$ cat config.mk
export PLATFORM = sky130hd
export DESIGN_NAME = cordic_seq_ctrl
export DESIGN_NICKNAME = d
export VERILOG_FILES = /design/src/rtl/cordic_pkg.sv /design/src/rtl/cordic_seq_ctrl.sv
export SDC_FILE = /design/constraint.sdc
export NUM_CORES = 1
export LEC_CHECK = 0
export CORE_AREA = 2 2 95 88
export DETAILED_ROUTE_END_ITERATION = 6
export DIE_AREA = 0 0 97 90
export PLACE_DENSITY_LB_ADDON = 0.3
export SYNTH_ARGS = -nofsm -noshare
export SYNTH_HDL_FRONTEND = slang
export SYNTH_SLANG_ARGS = --single-unit
$ cat constraint.sdc
create_clock -name clk -period 4.5 [get_ports clk]
set_input_delay 0.675 -clock clk [delete_from_list [all_inputs] [get_ports clk]]
set_output_delay 0.675 -clock clk [all_outputs]
set_load 0.01 [all_outputs]
$ cat src/rtl/cordic_pkg.sv
// Shared constants for the CORDIC custom-instruction sequencer.
package cordic_pkg;

    localparam logic [2:0] ST_IDLE    = 3'd0;
    localparam logic [2:0] ST_UNPACK  = 3'd1;
    localparam logic [2:0] ST_ITER    = 3'd2;
    localparam logic [2:0] ST_PACK    = 3'd3;
    localparam logic [2:0] ST_CAPTURE = 3'd4;
    localparam logic [2:0] ST_DONE    = 3'd5;

    localparam logic [31:0] RES_ZERO_DEF    = 32'h3f800000;
    localparam logic [31:0] RES_ONE_DEF     = 32'h3f0a5140;
    localparam logic [31:0] RES_INVALID_DEF = 32'h7fc00000;

    localparam logic [7:0] FP_EXP_ONE = 8'h7f;

    function automatic int clog2(input int v);
        int r;
        r = 0;
        while ((1 << r) < v) r++;
        return r;
    endfunction

endpackage

$ cat src/rtl/cordic_seq_ctrl.sv
// Sequencer for the iterative CORDIC core: operand capture, classification,
// micro-rotation stepping, packer wait and 1-cycle done.
module cordic_seq_ctrl
    import cordic_pkg::*;
#(
    parameter int          N_ITER      = 16,
    parameter int          ITER_W      = 5,
    parameter int          PACK_LAT    = 2,
    parameter logic [31:0] RES_ZERO    = RES_ZERO_DEF,
    parameter logic [31:0] RES_ONE     = RES_ONE_DEF,
    parameter logic [31:0] RES_INVALID = RES_INVALID_DEF
) (
    input  logic              clk,
    input  logic              rst_n,
    input  logic              clk_en,
    input  logic              start,
    input  logic [31:0]       dataa,
    output logic [31:0]       unp_data,
    input  logic              unp_sign,
    input  logic [31:0]       unp_result,
    input  logic              unp_special,
    output logic              dp_load,
    output logic              dp_en,
    output logic [ITER_W-1:0] dp_iter,
    input  logic [31:0]       dp_result,
    output logic              busy,
    output logic              done,
    output logic [31:0]       result
);

    localparam int CNT_W = (PACK_LAT > 1) ? clog2(PACK_LAT) : 1;
    localparam logic [2:0] ST_AFTER_ITER =
        (PACK_LAT == 0) ? ST_CAPTURE : ST_PACK;
    localparam logic [ITER_W-1:0] LAST_ITER = ITER_W'(N_ITER - 1);
    localparam logic [CNT_W-1:0]  CNT_INIT  = CNT_W'(PACK_LAT - 1);

    logic [2:0]       state;
    logic [31:0]      op_q;
    logic [CNT_W-1:0] cnt;

    logic       is_zero;
    logic       is_invalid;
    logic       is_normal;
    logic [7:0] exp_q;

    // Sign and magnitude go straight from the unpacker into the datapath.
    logic unused_unp;
    assign unused_unp = ^{unp_sign, unp_result};

    assign exp_q      = op_q[30:23];
    assign is_zero    = unp_special && (op_q[30:0] == 31'd0);
    assign is_invalid = !unp_special && (exp_q >= FP_EXP_ONE);
    assign is_normal  = !unp_special && !is_invalid;

    assign unp_data = op_q;
    assign busy     = (state != ST_IDLE);
    assign done     = (state == ST_DONE);
    assign dp_en    = (state == ST_ITER);
    assign dp_load  = (state == ST_UNPACK) && is_normal;

    always_ff @(posedge clk or negedge rst_n) begin
        if (!rst_n) begin
            state   <= ST_IDLE;
            op_q    <= '0;
            dp_iter <= '0;
            result  <= '0;
            cnt     <= '0;
        end else if (clk_en) begin
            unique case (state)
                ST_IDLE: begin
                    if (start) begin
                        op_q  <= dataa;
                        state <= ST_UNPACK;
                    end
                end
                ST_UNPACK: begin
                    if (is_zero) begin
                        result <= RES_ZERO;
                        state  <= ST_DONE;
                    end else if (unp_special) begin
                        result <= RES_ONE;
                        state  <= ST_DONE;
                    end else if (is_invalid) begin
                        result <= RES_INVALID;
                        state  <= ST_DONE;
                    end else begin
                        dp_iter <= '0;
                        state   <= ST_ITER;
                    end
                end
                ST_ITER: begin
                    // dp_iter parks on the last index until the next load
                    if (dp_iter == LAST_ITER) begin
                        cnt   <= CNT_INIT;
                        state <= ST_AFTER_ITER;
                    end else begin
                        dp_iter <= dp_iter + 1'b1;
                    end
                end
                ST_PACK: begin
                    if (cnt == '0) state <= ST_CAPTURE;
                    else           cnt   <= cnt - 1'b1;
                end
                ST_CAPTURE: begin
                    result <= dp_result;
                    state  <= ST_DONE;
                end
                ST_DONE: state <= ST_IDLE;
                default: state <= ST_IDLE;
            endcase
        end
    end

endmodule

Word level (Yosys, flattened, before mapping). Index checks and enable logic that the tools add are counted.

Add/sub/neg operators: 2. Order comparisons: 1. Eq/ne operators: 14. Muxes and demuxes: 19. Reduce and logical (&&, ||, !) cells: 17.

Operator list (number): 32-bit two-way mux (3); 32-bit case mux with 2 select lines (1); 31-bit zero test (1); 5-bit two-way mux (4); 3-bit two-way mux (6); 3-bit case mux with 5 select lines (1); 2-bit != test, second input constant (6); 5-bit case mux with 2 select lines (1); 3-bit AND reduction (3); 8-bit by 7-bit >= comparator with 1-bit output, second input constant (1); 3-bit by 2-bit == test with 1-bit output, second input constant (2); 3-bit == test, second input constant (2); 6-bit AND reduction (1); 2-bit nonzero test (3); 5-bit by 1-bit adder with 5-bit output, second input constant (1); 5-bit by 4-bit == test with 1-bit output, second input constant (1); 1-bit logical AND (4); 4-bit != test, second input constant (1); 4-bit AND reduction (1); 3-bit by 1-bit == test with 1-bit output, second input constant (1); 3-bit zero test (1); 3-bit nonzero test (1); 1-bit zero test (2); 1-bit two-way mux (2); 3 further kinds (3).

Bits in registers: 73. Output and inout bits: 73. Logic and storage cells: 58.

Longest topological paths before layout.
Word-level depth: 6. Mapped depth: 9. Depth with buffers taken out: 8.

Worst setup path after synthesis. No wires, ideal clock.

Path kind: in2out. From: in unp_special. To: out dp_load. Data arrival time: 1.305 ns. Data required time: 3.825 ns. Setup slack: 2.520 ns. Stages: 3. Path buffers: 0. Cells stage by stage: nor2_1 o21ai_2 nor4_1.

Word-level cells in the longest chain between the ends: 5.

Ends and longest elaborated chain: from (decl) (line cordic_seq_ctrl.sv:21) `input logic unp_special,`; 1-bit zero test * (line cordic_seq_ctrl.sv:52, cordic_seq_ctrl.sv:53); 1-bit logical AND (line cordic_seq_ctrl.sv:52) `assign is_invalid = !unp_special && (exp_q >= FP_EXP_ONE);`; 1-bit zero test (line cordic_seq_ctrl.sv:53) `assign is_normal = !unp_special && !is_invalid;`; 1-bit logical AND * (line cordic_seq_ctrl.sv:53); 1-bit logical AND * (line cordic_seq_ctrl.sv:59) `assign dp_load = (state == ST_UNPACK) && is_normal;`; to (decl) (line cordic_seq_ctrl.sv:22) `output logic dp_load,`.

Every way passes the cells marked *; elsewhere a longest branch is shown, timed or not.

Worst setup path after layout. Same ends and word-level chain as after synthesis.

==> metrics.md <==
| Metric | Value |
|---|---|
| Type of origin of the critical path | `input pin` |
| Sequential cell area | `1827 sq um` |
| Final-report max-slew violation count | `0` |
| Per-cell via count in the routed design | `roughly 5` |
| Area taken by multi-input logic gates | `about 1200 sq um` |
| IO Count | `175` |
| Simple-gate area share of the yosys netlist | `0.09170` |
| Yosys warning count | `0` |
| Total Routed Length | `~7600 um` |
| Leakage | `1.968 nW` |
| Final hold vios | `0` |
| Number of resized instances in the post-cts repair step | `0` |
| Outcome | `finished, final reports clean` |
| Register bit count reported by yosys | `73` |
| Number of detailed-routing iterations run before antenna repair | `4` |
| Post-route ant nets | `0` |
| Vias post-DR | `2465` |
| VDD IR-drop max | `344.5 uV` |
| Chain of cells forming the critical path | `clkdlybuf4s50_1 > nor2_1 > o21ai_2 > nor4_1 > clkdlybuf4s50_1` |
| First-pass GRT wire length | `around 13000 um` |
| Seq/Total Area, Yosys | `0.5771` |
| Parity-gate share of the synthesized area counting xor and xnor cells | `0` |
| Clock tree from TritonCTS | `yes` |
| DR iter-0 viols | `75` |
| Final layout net count | `480` |
| Mapped cell area | `between 3000 and 4000 sq um` |
| Synthesized Nets | `343` |
| Global routing usage summed across all routing layers | `0.1836` |
| Relative area change from synthesis to final layout | `50.95%` |
| Vias in the first global route | `2526` |
| Antenna violations before repair | `0` |
| Pin count of the biggest net entering global routing | `74` |
| Critical path type | `input pin to primary output` |
| Count of different cell masters after synthesis | `45` |
| Area of the placeable core | `7796 sq um` |
| Sinks on Clock Net | `73` |
| Worst-path fanout max | `5` |
| Worst-case clock buffer depth | `2` |
| Rel. slew slack | `0.4045` |
| Sort of element at the end of the critical path | `primary output` |
| Full die area | `approximately 8700 sq um` |
| Max-cap violations | `0` |
| Final Worst Setup Slack | `roughly 1.4 ns` |
| Final setup fails | `0` |
| Number of instances in the synthesized netlist | `239` |
| Count of H-tree levels built during CTS | `3` |
| Share of synthesized cell area in full adder, half adder and majority cells | `0.007905` |
| Top cell by count, worst path | `sky130_fd_sc_hd__clkdlybuf4s50_1` |
| CP max stage delay | `0.62 ns` |
| Root cell of the clock tree | `sky130_fd_sc_hd__clkbuf_8` |
| Kind of path behind the tightest hold check | `input pin to asynchronous set/reset pin` |
| Period utilization | `0.6876` |
| Number of setup buffers added after CTS | `0` |
| Final non-filler cell area | `between 4000 and 5000 sq um` |
| Effective utilization at floorplan | `0.4060` |
| Worst Skew | `0.01213 ns` |
| Post-CTS Hold Buffers | `0` |
| Power per cell area | `650.6 nW/um^2` |
| Post-synthesis average cell area | `13.24 sq um` |
| Post-placement worst setup slack | `about 1.4 ns` |
| Std-Cell Rows | `31` |
| Setup repair after global routing missed its margin | `false` |
| Complex-gate fraction of the synthesized area | `0.1557` |
| Filler cell count | `633` |
| Placed inst area | `4573 sq um` |
| Gate family responsible for the most delay along the worst path | `buffers and inverters` |
| Detailed-route DRC error count | `0` |
| Shortest clock period the worst path allows after layout | `a little over 3 ns` |
| Layout cells sized above 1 | `0.08661` |
| Chip Height | `90 um` |
| DP Wirelength | `5374 um` |
| Setup total negative slack | `0 ns` |
| Per-cell routed wire length | `15.91 um` |
| Standard cell with the maximum stage delay on the critical path | `sky130_fd_sc_hd__clkdlybuf4s50_1` |
| Highest clock rate | `0.3232 GHz` |
| Overall overflow remaining after global route | `0` |
| Antenna cell count | `0` |
| CTS clk-pin slew, worst paths | `0.08 ns` |
| Share of cell area taken by muxes after synthesis | `0.1237` |
| Die boundary width | `a little under 100 um` |
| Worst path arrival time | `2.42 ns` |
| Placer's final routability congestion estimate | `0.7511` |
| Actual slew at the worst max-slew pin | `0.8932 ns` |
| Worst Path Required | `3.83 ns` |
| Port Buffers | `141` |
| Main combinational cell family by area after synthesis | `compound AO/OA/AOI/OAI gates` |
| Buffer and inverter count on the worst path | `2` |
| Number of buffers created by CTS | `9` |
| Insertion delay to the later sink of the worst-skew pair | `approximately 0.35 ns` |
per-stage QoR:
step           utilization  power (mW)  hold slack, ns  std cells
4_1_cts             0.6129       3.147          0.4831        480
2_1_floorplan            -       1.865          0.3794        239
5_1_grt             0.6129       3.310          0.5048        480
3_3_place_gp        0.5866       2.582          0.4671        464
3_5_place_dp        0.5866       2.606          0.4773        464
6_report            0.6129       3.109          0.4453        480
path summary, 6_finish.rpt:
kind,start,endpoint,slack [ns],cells past startpoint
max,unp_special,dp_load,1.41,5
min,rst_n,result[26]$_DFFE_PN0P_,0.45,1
max reg2reg,state[1]$_DFFE_PN0P_,result[14]$_DFFE_PN0P_,1.95,5
min reg2reg,result[30]$_DFFE_PN0P_,result[30]$_DFFE_PN0P_,0.49,2
max in group asynchronous,rst_n,dp_iter[3]$_DFFE_PN0P_,3.47,1
min in group clk,result[30]$_DFFE_PN0P_,result[30]$_DFFE_PN0P_,0.49,2
synthesized netlist by cell type (all sizes together):
library cell,instances,area (sq um)
a21boi,1,11.26
nand2b,1,6.260
a21o,1,7.510
buf,12,112.6
a31oi,10,77.57
o31ai,2,20.02
and3,3,18.77
mux2i,2,20.02
o22a,7,61.31
nor3,2,21.27
a21oi,5,25.02
nor2b,2,12.51
dfrtp,73,1827
o211ai,1,7.510
a32o,1,10.01
nor4,8,50.05
nand2,14,52.55
mux2,33,371.6
ha,2,25.02
nor3b,4,40.03
or2,1,8.760
and2,1,6.260
nor2,5,28.78
clkbuf,3,12.51
nand4,3,18.77
a2bb2oi,6,52.55
o21ai,11,62.56
or3,1,11.26
inv,3,13.77
nand3,3,15.01
a22o,17,148.9
a221oi,1,8.760
cells in the final DEF, fill, tap and decap left out, types with 2 or more instances in the layout:
cell                                n
sky130_fd_sc_hd__a21oi_1            5
sky130_fd_sc_hd__a22o_1            17
sky130_fd_sc_hd__a2bb2oi_1          6
sky130_fd_sc_hd__a31oi_1            9
sky130_fd_sc_hd__and3_1             3
sky130_fd_sc_hd__clkbuf_8          10
sky130_fd_sc_hd__clkdlybuf4s50_1  140
sky130_fd_sc_hd__clkinv_4           2
sky130_fd_sc_hd__clkinvlp_4         2
sky130_fd_sc_hd__dfrtp_1           73
sky130_fd_sc_hd__ha_1               2
sky130_fd_sc_hd__inv_1              2
sky130_fd_sc_hd__mux2_1            30
sky130_fd_sc_hd__mux2_2             3
sky130_fd_sc_hd__mux2i_1            2
sky130_fd_sc_hd__nand2_1           14
sky130_fd_sc_hd__nand3_1            3
sky130_fd_sc_hd__nand4_1            3
sky130_fd_sc_hd__nor2_1             3
sky130_fd_sc_hd__nor2b_1            2
sky130_fd_sc_hd__nor3b_1            2
sky130_fd_sc_hd__nor3b_2            2
sky130_fd_sc_hd__nor4_1             8
sky130_fd_sc_hd__o21ai_0            3
sky130_fd_sc_hd__o21ai_1            6
sky130_fd_sc_hd__o21ai_2            2
sky130_fd_sc_hd__o22a_1             7
routing by layer:
metal	global-route usage	share of wire	vias to the layer above
met4	0.05986	0.014	0
met1	0.2439	0.45	1170
met2	0.2726	0.43	111
met5	0	0	-
met3	0.07776	0.097	10
li1	-	-	1174
worst register-to-register path: cells and delay by family (launching register included):
family | cells | cell delay, ns
AND/OR/NAND/NOR | 2 | 1.19
flip-flops | 1 | 0.56
AO/OA/AOI/OAI | 3 | 0.68
logic make-up (layout without fill, tap and decap cells):
family	count (synthesis)	count (layout)
flops	73	73
compound gates	63	63
simple gates	48	48
mux	35	35
buf+inv	18	160
fa+ha+maj	2	2
power by group:
part | switching [mW] | internal, mW
clock network | 0.251 | 0.272
registers | 0.257 | 0.950
logic | 0.554 | 0.825
area by class of cell:
cell class | instances | share of cell area
Clock buffer | 10 | 0.02880
Clock inverter | 6 | 0.01414
Tap cell | 99 | 0.02592
Timing Repair Buffer | 141 | 0.2948
Sequential cell | 73 | 0.3823
Inverter | 3 | 0.002880
Multi-Input combinational cell | 148 | 0.2511
registers in the layout (all words and copies together), names as in the netlist:
register  flops
result       32
unp_data     32
dp_iter       5
state         3
cnt           1
Power figures use the tool's default switching activity.
==> variant (config.mk and constraints unchanged) <==
Add an input register stage for `dp_result`, cleared by the reset; this delays it by one clock. The other inputs are not delayed to match.
--- a/src/rtl/cordic_seq_ctrl.sv
+++ b/src/rtl/cordic_seq_ctrl.sv
@@ -33,6 +33,16 @@
         (PACK_LAT == 0) ? ST_CAPTURE : ST_PACK;
     localparam logic [ITER_W-1:0] LAST_ITER = ITER_W'(N_ITER - 1);
     localparam logic [CNT_W-1:0]  CNT_INIT  = CNT_W'(PACK_LAT - 1);
+
+    logic [31:0] dp_result_q;
+
+    always_ff @(posedge clk or negedge rst_n) begin
+        if (!rst_n) begin
+            dp_result_q <= '0;
+        end else begin
+            dp_result_q <= dp_result;
+        end
+    end
 
     logic [2:0]       state;
     logic [31:0]      op_q;
@@ -102,7 +112,7 @@
                     else           cnt   <= cnt - 1'b1;
                 end
                 ST_CAPTURE: begin
-                    result <= dp_result;
+                    result <= dp_result_q;
                     state  <= ST_DONE;
                 end
                 ST_DONE: state <= ST_IDLE;
Behaviour: no difference found for any inputs over 4 cycles, from zero or initial values and one cycle with rst_n low; that may be too few to reach the edited logic, so the function may still have changed.
==> variant against the unedited design <==
Sequential cell count rose by 32. Sequential power increased by 24%. Non-clock buffer count grew 3. Worst setup slack better by 190 ps. Design area up 16%. Total power is 9.8% higher. Wire length up 15%. Sequential share of layout area grew 9.2 points. Synthesized area increased by 22%. Critical endpoint unchanged. Largest power group is now registers.
==> variant: results (changes against the unedited design) <==
stage,metric,value,unit,change
layout,n_antenna_cell,0,,unchanged
clock_network,cts_buffers,9,,unchanged
sta,skew,9.21,ps,-2.93 ps
clock_network,htreeDepth,3,,unchanged
global_routing,grt.met2_usage,33.2,%,+6.0 points
pwr,p_int,2.28,mW,+11%
global_routing,antenna_found_initial,0,,unchanged
synth,synth.area.mux_share,9.31,%,-3.1 points
layout,fillCellCount,549,,-13%
synth,synthDistinctLibCells,41,,-8.9%
clock_network,post_cts_resize_count,0,,unchanged
placed_design,gp_congestion,0.743,,-1.1%
placed_design,port_buffers,141,,unchanged
synth,synth-compound-area-share,13.0,%,-2.5 points
placed_design,placed_area,5350,sq um,+17%
routing,routed_wl,8810,um,+15%
layout,layout-drive-gt1-share,13.4,%,+4.8 points
synth,synth_common_cells,"dfrtp_1 (105), mux2_2 (30), a22o_1 (18)",,
outcome,status,"finished, final reports clean",,
worst_setup_path,path_max_fanout,6,,+1
clock_network,clk_latency,360,ps,
routing,route.met3.wl,705,um,-5.0%
layout,nNetsFinal,516,,+7.5%
clock_network,clk_path_buf_depth,2,,unchanged
synth,synth_nets,375,,+9.3%
global_routing,use_met1,26.7,%,+2.3 points
clock_network,post_cts_buffers,0,,unchanged
synth,yosysWarnings,0,,unchanged
pwr,vdd_drop_max,0.361,mV,+4.8%
pwr,p_leak,2.32,nW,+18%
global_routing,grt_max_degree,77,,+4.1%
hold_path,hp-class,input pin to async pin,,
placed_design,pre_cts_ws,1590,ps,+240 ps
global_routing,use_met3,8.24,%,+0.47 points
routing,wl_met1,3650,um,+5.2%
routing,drt_first_iter_violations,95,,+27%
routing,wl_met2,4290,um,+29%
routing,first_pass_iters,4,,unchanged
synth,seq_area_frac_synth,67.9,%,+10 points
sta,tightest_slew,963,ps,+69.5 ps
placed_design,dpl.hpwl,6270,um,+17%
synth,synth_xor_area_share,0,%,unchanged
global_routing,grt_pass1_wl,14500,um,+13%
synth,synthArstFlopShare,100,%,unchanged
synth,yosysTopAreaCell,dfrtp_1,,
clock_network,clk_pin_slew,90,ps,
worst_setup_path,crit_arrival,2220,ps,-200 ps
synth,synth_fa_ha_area_share,0.646,%,-0.14 points
clock_network,ctsRootBufferMaster,clkbuf_8,,
global_routing,grtUsageTotal,21.0,%,+2.6 points
synth,synth_area_leaders,"dfrtp_1 (68%), mux2_2 (8.7%), a22o_1 (4.1%)",,
routing,route.vias.total,2771,,+12%
routing,routed.top_layer,met4,,
-- variant: critical path: stages --
cell,delay [ps]
clkdlybuf4s50_1,520
nor2_1,160
o21ai_2,130
nor3_1,150
clkdlybuf4s50_1,590
-- variant: cell type report --
class                           count  area (sq um)  area share [%]
Clock buffer                       10           138            2.48
Timing Repair Buffer              144          1430            25.8
Tap cell                           99           124            2.23
Sequential cell                   105          2630            47.4
Clock inverter                      6          57.6            1.04
Multi-Input combinational cell    149          1150            20.8
Inverter                            3          11.3           0.203
-- variant: final timing paths --
check / start / end / slack (ps) / cells after the start
hold reg to reg: dp_result_q[1]$_DFF_PN0_ / result[1]$_DFFE_PN0P_ / 480 / 1
setup reg to reg: state[0]$_DFFE_PN0P_ / result[14]$_DFFE_PN0P_ / 1780 / 6
max in group asynchronous: rst_n / dp_iter[4]$_DFFE_PN0P_ / 3110 / 2
setup / recovery: unp_special / dp_load / 1600 / 5
hold / removal: rst_n / cnt$_DFFE_PN0P_ / 430 / 1
min in group clk: dp_result_q[1]$_DFF_PN0_ / result[1]$_DFFE_PN0P_ / 480 / 1
-- variant: power groups by stage --
stage	clock, mW	combinational, mW	sequential (mW)
floorplan	0	0.533	1.56
global placement	0	1.33	1.50
detailed placement	0	1.36	1.51
CTS	0.589	1.37	1.50
global route	0.627	1.45	1.54
finish	0.570	1.35	1.50
-- variant: stage by stage --
stage	hold WS [ps]	instances	power [mW]
6_report	434	516	3.41
5_1_grt	500	516	3.62
4_1_cts	464	516	3.45
3_5_place_dp	458	500	2.87
3_3_place_gp	453	500	2.83
2_1_floorplan	379	271	2.10
